## config.mk

```make
export PLATFORM = sky130hd
export DESIGN_NAME = csr_access_unit
export DESIGN_NICKNAME = d
export VERILOG_FILES = /design/src/rtl/csr_access_unit_pkg.sv /design/src/rtl/csr_access_unit_csr_alu.sv /design/src/rtl/csr_access_unit.sv
export SDC_FILE = /design/constraint.sdc
export NUM_CORES = 1
export LEC_CHECK = 0
export CAP_MARGIN = 20
export CORE_AREA = 2 2 260 262
export CTS_CLUSTER_SIZE = 30
export DETAILED_ROUTE_END_ITERATION = 10
export DIE_AREA = 0 0 262 264
export HOLD_SLACK_MARGIN = 0.08
export PLACE_DENSITY_LB_ADDON = 0.15
export SYNTH_ARGS = -nofsm -noshare
export SYNTH_HDL_FRONTEND = slang
export SYNTH_SLANG_ARGS = --single-unit
```

## constraint.sdc

```tcl
create_clock -name clk -period 2.25 [get_ports clk]
set_input_delay 0.3375 -clock clk [delete_from_list [all_inputs] [get_ports clk]]
set_output_delay 0.3375 -clock clk [all_outputs]
set_load 0.01 [all_outputs]
```

## src/rtl/csr_access_unit_pkg.sv

```systemverilog
// Shared types for the Zicsr requester: funct3 encodings, exception codes and
// CSR address-field helpers.
package csr_access_unit_pkg;

  localparam int CSR_XLEN   = 64;
  localparam int CSR_ADDR_W = 12;

  typedef enum logic [2:0] {
    CSRRW  = 3'b001,
    CSRRS  = 3'b010,
    CSRRC  = 3'b011,
    CSRRWI = 3'b101,
    CSRRSI = 3'b110,
    CSRRCI = 3'b111
  } csr_funct3_e;

  typedef enum logic [4:0] {
    INSTR_ADDR_MISALIGNED = 5'd0,
    INSTR_ACCESS_FAULT    = 5'd1,
    ILLEGAL_INSTRUCTION   = 5'd2,
    BREAKPOINT            = 5'd3
  } exception_code_e;

  // Address bits [11:10] == 2'b11 mark the read-only CSR space.
  function automatic logic csr_is_read_only(input logic [CSR_ADDR_W-1:0] addr);
    return (addr[11:10] == 2'b11);
  endfunction

  function automatic logic [1:0] csr_min_priv(input logic [CSR_ADDR_W-1:0] addr);
    return addr[9:8];
  endfunction

endpackage

```

## src/rtl/csr_access_unit_csr_alu.sv

```systemverilog
// Combinational read-modify-write datapath: maps (funct3, old value, operand)
// to the value written back to the CSR.
module csr_alu
  import csr_access_unit_pkg::*;
#(
  parameter int XLEN = CSR_XLEN
) (
  input  logic [2:0]      funct3,
  input  logic [XLEN-1:0] old_val,
  input  logic [XLEN-1:0] operand,
  output logic [XLEN-1:0] wdata
);

  // Select write / set-bits / clear-bits behaviour
  always_comb begin
    wdata = old_val;
    case (funct3)
      CSRRW, CSRRWI: wdata = operand;
      CSRRS, CSRRSI: wdata = old_val | operand;
      CSRRC, CSRRCI: wdata = old_val & ~operand;
      default:       wdata = old_val;
    endcase
  end

endmodule

```

## src/rtl/csr_access_unit.sv

```systemverilog
// Requester side of the CSR file port pair: runs one Zicsr instruction per
// request as a read, optional write or trap, then a held response.
module csr_access_unit
  import csr_access_unit_pkg::*;
#(
  parameter int XLEN = CSR_XLEN
) (
  input  logic                  clk,
  input  logic                  rst,
  input  logic                  req_valid_i,
  output logic                  req_ready_o,
  input  logic [2:0]            req_funct3_i,
  input  logic [CSR_ADDR_W-1:0] req_csr_addr_i,
  input  logic [XLEN-1:0]       req_rs1_val_i,
  input  logic [4:0]            req_rs1_idx_i,
  input  logic [4:0]            req_rd_idx_i,
  input  logic [XLEN-1:0]       req_pc_i,
  input  logic [31:0]           req_instr_i,
  input  logic [1:0]            priv_mode_i,
  output logic                  resp_valid_o,
  input  logic                  resp_ready_i,
  output logic [4:0]            resp_rd_idx_o,
  output logic [XLEN-1:0]       resp_rd_data_o,
  output logic                  resp_rd_we_o,
  output logic                  resp_trap_o,
  output logic [CSR_ADDR_W-1:0] csr_raddr_o,
  input  logic [XLEN-1:0]       csr_rdata_i,
  output logic [CSR_ADDR_W-1:0] csr_waddr_o,
  output logic [XLEN-1:0]       csr_wdata_o,
  output logic                  csr_web_o,
  output logic                  exc_event_o,
  output exception_code_e       exc_cause_o,
  output logic [XLEN-1:0]       exc_pc_o,
  output logic [XLEN-1:0]       exc_tval_o,
  output logic [1:0]            exc_priv_mode_o
);

  typedef enum logic [2:0] {IDLE, READ, WRITE, TRAP, RESP} state_e;

  state_e                  state_r;
  logic [2:0]              funct3_r;
  logic [CSR_ADDR_W-1:0]   addr_r;
  logic [XLEN-1:0]         rs1_val_r;
  logic [4:0]              rs1_idx_r;
  logic [4:0]              rd_idx_r;
  logic [XLEN-1:0]         pc_r;
  logic [31:0]             instr_r;
  logic [XLEN-1:0]         old_val_r;

  logic [XLEN-1:0]         operand_s;
  logic [XLEN-1:0]         alu_wdata_s;
  logic                    write_intent_s;
  logic                    illegal_s;

  // Operand selection, write intent and legality of the latched instruction
  always_comb begin
    operand_s      = '0;
    write_intent_s = 1'b0;
    illegal_s      = 1'b0;
    if (funct3_r[2]) begin
      operand_s = XLEN'(rs1_idx_r);
    end else begin
      operand_s = rs1_val_r;
    end
    // RW forms always write; set/clear with a zero source are pure reads
    if (funct3_r[1:0] == 2'b01) begin
      write_intent_s = 1'b1;
    end else begin
      write_intent_s = (rs1_idx_r != 5'd0);
    end
    if ((funct3_r[1:0] == 2'b00) ||
        (write_intent_s && csr_is_read_only(addr_r)) ||
        (priv_mode_i < csr_min_priv(addr_r))) begin
      illegal_s = 1'b1;
    end else begin
      illegal_s = 1'b0;
    end
  end

  csr_alu #(.XLEN(XLEN)) u_csr_alu (
    .funct3  (funct3_r),
    .old_val (csr_rdata_i),
    .operand (operand_s),
    .wdata   (alu_wdata_s)
  );

  // Control FSM with registered outputs
  always_ff @(posedge clk) begin
    if (rst) begin
      state_r         <= IDLE;
      req_ready_o     <= 1'b1;
      funct3_r        <= 3'd0;
      addr_r          <= '0;
      rs1_val_r       <= '0;
      rs1_idx_r       <= 5'd0;
      rd_idx_r        <= 5'd0;
      pc_r            <= '0;
      instr_r         <= 32'd0;
      old_val_r       <= '0;
      resp_valid_o    <= 1'b0;
      resp_rd_idx_o   <= 5'd0;
      resp_rd_data_o  <= '0;
      resp_rd_we_o    <= 1'b0;
      resp_trap_o     <= 1'b0;
      csr_raddr_o     <= '0;
      csr_waddr_o     <= '0;
      csr_wdata_o     <= '0;
      csr_web_o       <= 1'b0;
      exc_event_o     <= 1'b0;
      exc_cause_o     <= INSTR_ADDR_MISALIGNED;
      exc_pc_o        <= '0;
      exc_tval_o      <= '0;
      exc_priv_mode_o <= 2'd0;
    end else begin
      case (state_r)
        IDLE: begin
          if (req_valid_i && req_ready_o) begin
            funct3_r    <= req_funct3_i;
            addr_r      <= req_csr_addr_i;
            rs1_val_r   <= req_rs1_val_i;
            rs1_idx_r   <= req_rs1_idx_i;
            rd_idx_r    <= req_rd_idx_i;
            pc_r        <= req_pc_i;
            instr_r     <= req_instr_i;
            csr_raddr_o <= req_csr_addr_i;
            req_ready_o <= 1'b0;
            state_r     <= READ;
          end
        end
        READ: begin
          old_val_r   <= csr_rdata_i;
          csr_raddr_o <= '0;
          if (illegal_s) begin
            exc_event_o     <= 1'b1;
            exc_cause_o     <= ILLEGAL_INSTRUCTION;
            exc_pc_o        <= pc_r;
            exc_tval_o      <= XLEN'(instr_r);
            exc_priv_mode_o <= priv_mode_i;
            state_r         <= TRAP;
          end else if (write_intent_s) begin
            csr_web_o   <= 1'b1;
            csr_waddr_o <= addr_r;
            csr_wdata_o <= alu_wdata_s;
            state_r     <= WRITE;
          end else begin
            resp_valid_o   <= 1'b1;
            resp_rd_idx_o  <= rd_idx_r;
            resp_rd_data_o <= csr_rdata_i;
            resp_rd_we_o   <= (rd_idx_r != 5'd0);
            resp_trap_o    <= 1'b0;
            state_r        <= RESP;
          end
        end
        WRITE: begin
          csr_web_o      <= 1'b0;
          csr_waddr_o    <= '0;
          csr_wdata_o    <= '0;
          resp_valid_o   <= 1'b1;
          resp_rd_idx_o  <= rd_idx_r;
          resp_rd_data_o <= old_val_r;
          resp_rd_we_o   <= (rd_idx_r != 5'd0);
          resp_trap_o    <= 1'b0;
          state_r        <= RESP;
        end
        TRAP: begin
          exc_event_o     <= 1'b0;
          exc_cause_o     <= INSTR_ADDR_MISALIGNED;
          exc_pc_o        <= '0;
          exc_tval_o      <= '0;
          exc_priv_mode_o <= 2'd0;
          resp_valid_o    <= 1'b1;
          resp_rd_idx_o   <= rd_idx_r;
          resp_rd_data_o  <= old_val_r;
          resp_rd_we_o    <= 1'b0;
          resp_trap_o     <= 1'b1;
          state_r         <= RESP;
        end
        RESP: begin
          // Ready rises only in the cycle after completion
          if (resp_ready_i) begin
            resp_valid_o   <= 1'b0;
            resp_rd_idx_o  <= 5'd0;
            resp_rd_data_o <= '0;
            resp_rd_we_o   <= 1'b0;
            resp_trap_o    <= 1'b0;
            req_ready_o    <= 1'b1;
            state_r        <= IDLE;
          end
        end
        default: begin
          req_ready_o <= 1'b1;
          state_r     <= IDLE;
        end
      endcase
    end
  end

endmodule

```

Yosys cells after proc, flatten, opt, wreduce, memory -nomap -nowiden:

Cells that the tools add are included.

* bits of input ports: 255
* register bits: 550
* output and inout port bits: 298

* $lt $le $gt $ge: 1
* bitwise logic cells: 4
* equal/unequal tests: 18
* mux-type cells: 51
* reductions and logical operators: 26

Operators by type and width (count)
* 64-bit two-way mux: 8
* 64-bit case mux with 2 select lines: 3
* 64-bit case mux with 3 select lines: 2
* 64-bit bitwise AND: 1
* 64-bit NOT: 1
* 64-bit bitwise OR: 1
* 12-bit case mux with 2 select lines: 2
* 12-bit two-way mux: 3
* 5-bit two-way mux: 4
* 5-bit case mux with 3 select lines: 1
* 1-bit two-way mux: 14
* 3-bit by 2-bit == test with 1-bit output (second input constant): 4
* 3-bit == test (second input constant): 4
* 3-bit two-way mux: 4
* 2-bit != test (second input constant): 6
* 3-bit case mux with 4 select lines: 1
* 5-bit case mux with 2 select lines: 1
* 5-bit nonzero test: 2
* 1-bit case mux with 4 select lines: 2
* 2-bit AND reduction: 4
* 4-bit AND reduction: 2
* 2-bit OR reduction: 4
* 3-bit by 1-bit == test with 1-bit output (second input constant): 2
* 1-bit case mux with 3 select lines: 2
* 16 further kinds: 22

Logic depth before layout (Yosys ltp):

Gate-level depths: netlist (run 1).

* depth after elaboration: 8
* gate-level depth with buffers: 10

Modules after synthesis:

From an unflattened synthesis (run 1), not the netlist that was laid out.

* cell total of the unflattened synthesis: 2594
* area total of the unflattened synthesis: 20751.2 sq um

By module, submodules not included
* csr_access_unit: cells each 2310, area an instance 18968.2 sq um, times used 1
* csr_alu: cells each 284, area an instance 1783.0 sq um, times used 1

Worst setup path after synthesis (run 1):

OpenSTA, ideal clock, no wires.

* path kind: register to register
* start point: register addr_r[9]
* end point: register exc_pc_o[12]
* clock period less this slack: 2.041 ns
* buffers on the path: 3
* arrival: 1.924 ns
* setup slack: 0.209 ns
* stages on the path, launching flop included: 11
* cells stage by stage: dfxtp_1 inv_1 ha_1 nand2b_1 o221ai_2 o21ai_2 buf_4 and2_1 buf_4 buf_2 a22o_1

* longest elaborated chain between the ends: 5

RTL lines
* from (decl): RTL line csr_access_unit.sv:42 `logic [CSR_ADDR_W-1:0] addr_r;`
* from (signal assigned): RTL line csr_access_unit.sv:119 `addr_r <= req_csr_addr_i;`
* 2-bit less-than comparator: RTL line csr_access_unit.sv:73 `(priv_mode_i < csr_min_priv(addr_r))) begin`
* 1-bit logical OR: RTL line csr_access_unit.sv:72 `(write_intent_s && csr_is_read_only(addr_r)) ||`
* 1-bit two-way mux: RTL line csr_access_unit.sv:71 `if ((funct3_r[1:0] == 2'b00) ||`
* 2-bit != test (no source line)
* 2-bit AND reduction (no source line)
* to (signal assigned): RTL line csr_access_unit.sv:136 `exc_pc_o <= pc_r;`
* to (decl): RTL line csr_access_unit.sv:33 `output logic [XLEN-1:0] exc_pc_o,`

Every way passes these cells.
A chain may end at the register's enable or synchronous reset.

Worst setup path in the final report (run 1):

* start point: register addr_r[9]
* end point: register resp_rd_data_o[8]

* longest elaborated chain between the ends: 5

RTL lines
* 2-bit less-than comparator: RTL line csr_access_unit.sv:73
* 1-bit logical OR: RTL line csr_access_unit.sv:72
* 1-bit two-way mux: RTL line csr_access_unit.sv:71
* 2-bit != test (no source line)
* 4-bit AND reduction (no source line)
* to (signal assigned): RTL line csr_access_unit.sv:148 `resp_rd_data_o <= csr_rdata_i;`
* to (signal assigned): RTL line csr_access_unit.sv:160 `resp_rd_data_o <= old_val_r;`
* to (signal assigned): RTL line csr_access_unit.sv:173 `resp_rd_data_o <= old_val_r;`
* to (decl): RTL line csr_access_unit.sv:23 `output logic [XLEN-1:0] resp_rd_data_o,`

Every way passes these cells.

==> impl_metrics.py, run 1 <==
metrics = {
    "job": {
        "cap_violations": 0,
    },
    "sta": {
        "slew_headroom": 0.3513,
        "max_freq_ghz": 0.4785,
        "grt_setup_unrepaired": "no",
        "setup_viol": 0,
        "finalSetupTns_ps": 0,
        "finalHoldViolCount": 0,
        "period_share": 0.9288,
        "slew_viol_final": 0,
        "period_needed_ps": 2090,
        "tightest_slew_ps": 973.1,
        "skew_ps": 28.05,
    },
    "clock_tree": {
        "cts_hold_buf": 0,
        "clk_pin_slew_ps": 60,
        "clk_latency_ps": 610,
        "clock_path_buffers": 3,
        "clock_sinks": 513,
        "cts_tree": "done",
        "cts_inserted_buffers": 57,
        "cts_root_buffer": "clkbuf_16",
        "htreeDepth": 2,
    },
    "global_routing": {
        "gr-total-overflow": 0,
        "grt_max_degree": 109,
        "grt_pass1_wl_um": 111000,
        "grt_use_total": 0.2071,
        "grt_pass1_vias": 17966,
        "antenna_found_initial": 13,
    },
    "hold_path": {
        "hp-class": "in2reg",
    },
    "detailed_routing": {
        "drt-initial-drc-count": 1222,
        "drc": 0,
        "met1Wirelength_um": 32070,
        "dr.pass1.iters": 5,
        "drt_wl_total_um": 75530,
        "met2_length_um": 35970,
        "ant_nets": 0,
        "wl_per_cell_um": 20.11,
        "wl_met3_um": 5216,
        "highest_layer": "met5",
        "vias": 18690,
        "via_per_inst": 4.977,
    },
    "floorplanning": {
        "die_w_um": 262,
        "core_area_um2": 66560,
        "io_pins": 553,
        "rows": 95,
        "dieHeight_um": 264,
        "initial_core_util": 0.2959,
        "fp.dieArea_um2": 69170,
    },
    "finish": {
        "area_growth_pct": 42.29,
        "layout.nets": 3080,
        "layout-drive-gt1-share": 0.06966,
        "layout_commonest_cell": "nand2_1",
        "fin_area_um2": 28030,
        "layout_common_cells": "nand2_1 (691), clkdlybuf4s50_1 (515), dfxtp_1 (510)",
    },
    "setup_path": {
        "worstSetupPathType": "reg2reg",
        "cp_max_fo": 13,
        "endpoint_kind": "flip-flop",
        "crit_required_ps": 2730,
        "critical_path_arrival_ps": 2570,
        "setup.worst_path.start_class": "flip-flop",
    },
    "place": {
        "routabilityCongestion": 0.8153,
        "port_buffers": 516,
        "dp_hpwl_um": 50480,
        "place_area_um2": 25880,
    },
    "power_and_ir_drop": {
        "powerDensity_nw_per_um2": 846.3,
        "ir_drop_mv": 0.4936,
        "p_leak_nw": 9.907,
    },
    "yosys": {
        "synth.distinct_cells": 45,
        "ys_async_sr_fraction": 0,
        "synth_edf_count": 0,
        "ys_seq_elements": 513,
        "synthMuxAreaShare": 0.003366,
        "yosys.area_share.adder": 0.0006352,
        "synth_xor_area_frac": 0,
        "synth-simple-area-share": 0.1719,
        "ys_warn_count": 0,
        "ys.flop_type": "dfxtp_1",
        "syn_avg_cell_area_um2": 8.266,
        "syn_area_um2": 19700,
        "seq_area_frac_synth": 0.5213,
        "synth_cells": 2383,
        "synth_top_family_by_area": "compound AO/OA/AOI/OAI gates",
        "synth_compound_area_frac": 0.2325,
    },
    "outcome": {
        "status": "finished clean",
    },
}
## per-stage QoR
| step | std cells | hold slack [ps] | power [mW] | worst slack, ps | utilization |
|---|---|---|---|---|---|
| 2_1_floorplan | 2418 | 432.1 | 12.21 | 209.4 | - |
| 3_3_place_gp | 3630 | 439.4 | 14.01 | -452.2 | 0.3884 |
| 3_5_place_dp | 3631 | 446.2 | 14.10 | -453.8 | 0.3888 |
| 4_1_cts | 3737 | 218.5 | 23.98 | 26.34 | 0.4190 |
| 5_1_grt | 3754 | 240.6 | 24.76 | 1.972 | 0.4211 |
| 6_report | 3755 | 269.2 | 23.72 | 160.3 | 0.4211 |
## timing repair
item,CTS,global route
resized for setup,0,4
hold endpoints to repair,0,0
endpoints found under the setup margin,0,95
setup buffers,0,5
## state kept, by name, indices dropped and copies added, names as in the netlist, 2 cells and up
register / cells
resp_rd_idx_o: 5
csr_waddr_o: 12
csr_raddr_o: 12
state_r: 3
addr_r: 12
resp_rd_data_o: 64
old_val_r: 64
exc_pc_o: 64
rs1_idx_r: 5
pc_r: 64
funct3_r: 3
rs1_val_r: 64
rd_idx_r: 5
instr_r: 32
csr_wdata_o: 64
exc_priv_mode_o: 2
exc_tval_o: 32
## cells by family (layout without fill, tap and decap cells)
kind of cell,after synthesis,after routing
flops,513,513
buf+inv,304,757
compound gates,718,718
simple gates,840,840
fa+ha+maj,1,1
mux,6,6
other cells,1,47
## Yosys cell counts, drive strengths merged (4+ instances only)
master   number  area (um^2)
nor3          4        30.03
o2111ai      60        525.5
nand3       121        605.6
clkbuf      134        503.0
a22o         62        543.0
buf         107        640.6
inv          62        232.7
a221o        64        640.6
nand2       691         2594
a21oi       351         1757
nor2          8        35.03
o211ai        6        45.04
mux2          5        56.30
dfxtp       513        10270
o21ai       104        524.3
o21a         64        480.5
## worst max-delay path: stages, from the launching register on
cell and delay, ps:
dfxtp_2 330, inv_1 70, ha_2 220, nand2b_4 150, o221ai_4 120, o21ai_0 200, buf_4 150, a21oi_4 60
buf_4 190, clkbuf_16 180, a221o_1 290
## per-layer routing
layer	GRT usage	up-vias
li1	-	9013
met1	0.2609	9019
met2	0.3402	533
met3	0.05133	121
met4	0.07711	4
met5	0	-
## final cells by class
type | instances | area [um^2]
clock buffer | 90 | 1823
fill | 6553 | 38530
clock inverter | 16 | 188.9
tap | 873 | 1092
inverter | 63 | 236.5
multi-input combinational | 1601 | 8294
sequential | 513 | 10280
antenna | 11 | 27.53
timing repair buffer | 588 | 6091
## power breakdown
part | switching [mW] | total (mW) | internal, mW
logic | 2.34 | 3.85 | 1.51
registers | 0.372 | 10.1 | 9.70
clock network | 3.90 | 9.80 | 5.90
total | 6.62 | 23.7 | 17.1
## worst paths after layout
path / start / to / slack, ps / cells past startpoint
setup / recovery: addr_r[9]$_SDFFE_PP0P_ / resp_rd_data_o[8]$_SDFFE_PP0P_ / 160 / 10
hold / removal: req_rs1_val_i[47] / rs1_val_r[47]$_SDFFE_PP0P_ / 270 / 3
setup reg to reg: addr_r[9]$_SDFFE_PP0P_ / resp_rd_data_o[8]$_SDFFE_PP0P_ / 160 / 10
hold reg to reg: instr_r[20]$_SDFFE_PP0P_ / exc_tval_o[20]$_SDFFE_PP0P_ / 440 / 2
Power figures use the tool's default switching activity.
==> run 2, diff against run 1 <==
CAP_MARGIN = 5   (was 20)
==> run 2 against run 1 <==
Compared with the run above:
- utilization down 0.27 points
- via count decreased by 0.56%
- sequential power is essentially flat
- total power shrank 1.6%
- critical path type unchanged
- clock skew up 2.0 ps
- first-iteration DRC count increased by 10%
- non-clock buffer count decreased by 3
- final cell count shrank 0.21%
- sequential cell count is the same
- register-to-register slack hardly changed
- critical path depth unchanged
- wire length increased by 0.16%
==> impl_metrics.py, run 2 (synthesis gave the netlist of run 1 again) <==
metrics = {
    "hold_path": {
        "min_delay_worst_endpoint": "rs1_val_r[51]$_SDFFE_PP0P_",
        "whs_path_depth": 3,
        "holdCritStartpoint": "req_rs1_val_i[51]",
        "hp-class": "in2reg",
    },
    "setup_path": {
        "crit_required_ps": 2740,
        "endpoint_kind": "flip-flop",
        "worstSetupPathType": "reg2reg",
        "rr_worst_depth": 10,
        "critical_path_arrival_ps": 2590,
        "setup.worst_path.start_class": "flip-flop",
        "rrSetupSlack_ps": 150,
        "r2r_end": "resp_rd_data_o[63]$_SDFFE_PP0P_",
        "setup.worst_path.start": "addr_r[9]$_SDFFE_PP0P_",
        "reg2reg_from": "addr_r[9]$_SDFFE_PP0P_",
        "cp_max_fo": 17,
    },
    "clock_tree": {
        "cts_tree": "done",
        "clock_path_buffers": 3,
        "clock_sinks": 513,
        "cts_root_buffer": "clkbuf_16",
        "clk_pin_slew_ps": 60,
        "cts_hold_buf": 0,
        "clk_latency_ps": 620,
        "cts_inserted_buffers": 57,
        "htreeDepth": 2,
    },
    "floorplanning": {
        "core_area_um2": 66560,
        "io_pins": 553,
        "initial_core_util": 0.2959,
        "rows": 95,
        "dieHeight_um": 264,
        "die_w_um": 262,
        "fp.dieArea_um2": 69170,
    },
    "sta": {
        "finalHoldViolCount": 0,
        "period_needed_ps": 2105,
        "period_share": 0.9354,
        "skew_ps": 30.10,
        "tightest_slew_ps": 1200,
        "finalSetupTns_ps": 0,
        "slew_viol_final": 0,
        "setup_slack_ps": 145.3,
        "grt_setup_unrepaired": "no",
        "slew_headroom": 0.2000,
        "max_freq_ghz": 0.4751,
        "setup_viol": 0,
    },
    "detailed_routing": {
        "drt-initial-drc-count": 1348,
        "dr.pass1.iters": 5,
        "ant_nets": 0,
        "wl_per_cell_um": 20.19,
        "drt_wl_total_um": 75650,
        "via_per_inst": 4.960,
        "drc": 0,
        "vias": 18586,
    },
    "global_routing": {
        "grt_max_degree": 109,
        "grt_pass1_wl_um": 111400,
        "grt_use_total": 0.2075,
        "antenna_found_initial": 10,
        "grt_pass1_vias": 17971,
        "gr-total-overflow": 0,
    },
    "place": {
        "placed_cells_incl_taps": 3630,
        "routabilityCongestion": 0.8153,
        "dp_hpwl_um": 50340,
        "port_buffers": 516,
        "placement.setup.worst_slack_ps": -449.5,
    },
    "power_and_ir_drop": {
        "p_leak_nw": 9.816,
        "powerDensity_nw_per_um2": 837.7,
        "power_mw": 23.33,
        "ir_drop_mv": 0.6277,
    },
    "finish": {
        "layout_commonest_cell": "nand2_1",
        "fin_cells": 3747,
        "area_growth_pct": 41.39,
        "layout-drive-gt1-share": 0.06769,
        "layout.nets": 3077,
        "layout_common_cells": "nand2_1 (691), clkdlybuf4s50_1 (515), dfxtp_1 (510)",
    },
    "outcome": {
        "status": "finished clean",
    },
    "job": {
        "cap_violations": 0,
    },
}
==> run 2: changes by cell type in the layout (fill, tap and decap cells not counted), moves of 2 or more <==
cell and change:
buf_4 -2, clkbuf_16 -2, clkbuf_8 -7, clkinv_2 +4
clkinvlp_4 +3, diode_2 -3
==> run 2: what timing repair did <==
item,CTS,global route
setup endpoints to repair,0,101
buffers inserted,0,3
gates resized for setup,0,4
==> run 2: stage by stage <==
| step | util | instance area [um^2] | hold WS, ps |
|---|---|---|---|
| after CTS | 0.4167 | 27740 | 216.0 |
| after global routing | 0.4183 | 27840 | 240.8 |
| after global placement | 0.3884 | 25850 | 439.4 |
| after floorplan | - | 19830 | 432.1 |
| after detailed placement | 0.3884 | 25850 | 446.4 |
| final | 0.4184 | 27850 | 258.8 |
==> run 2: worst max path at each step <==
stage	endpoint	slack (ps)	cells after the start
2_1_floorplan	exc_pc_o[12]$_SDFFE_PP0P_	210	10
3_3_place_gp	resp_rd_data_o[39]$_SDFFE_PP0P_	-450	9
3_5_place_dp	resp_rd_data_o[37]$_SDFFE_PP0P_	-450	9
4_1_cts	resp_rd_data_o[54]$_SDFFE_PP0P_	50	9
5_1_grt	resp_rd_data_o[63]$_SDFFE_PP0P_	40	10
6_report	resp_rd_data_o[63]$_SDFFE_PP0P_	150	10
==> run 2: where the power goes <==
part           internal (mW)  total (mW)  switching, mW
clock network           5.51        9.40           3.89
registers               9.70        10.1          0.373
logic                   1.51        3.86           2.35
==> run 2: layout make-up <==
class	instances	area (um^2)
antenna	8	20.02
clock buffer	82	1680
clock inverter	22	203.9
fill	6590	38710
inverter	63	236.5
multi-input combinational	1601	8294
sequential	513	10280
tap	873	1092
timing repair buffer	585	6048
==> run 2: metal layers <==
metal | global-route usage | up-vias | part of all wire
met4 | 0.07161 | 10 | 0.028
met2 | 0.3441 | 540 | 0.48
li1 | - | 9005 | -
met3 | 0.05335 | 115 | 0.071
met5 | 0 | - | 0.00096
met1 | 0.2598 | 8916 | 0.42
==> run 2: worst max-delay path, cell delays in order (launching register included) <==
cell,delay (ps)
dfxtp_2,330
inv_1,60
ha_2,220
nand2b_4,150
o221ai_4,140
o21ai_0,190
buf_4,150
a21oi_4,60
buf_4,190
clkbuf_16,190
a221o_1,300
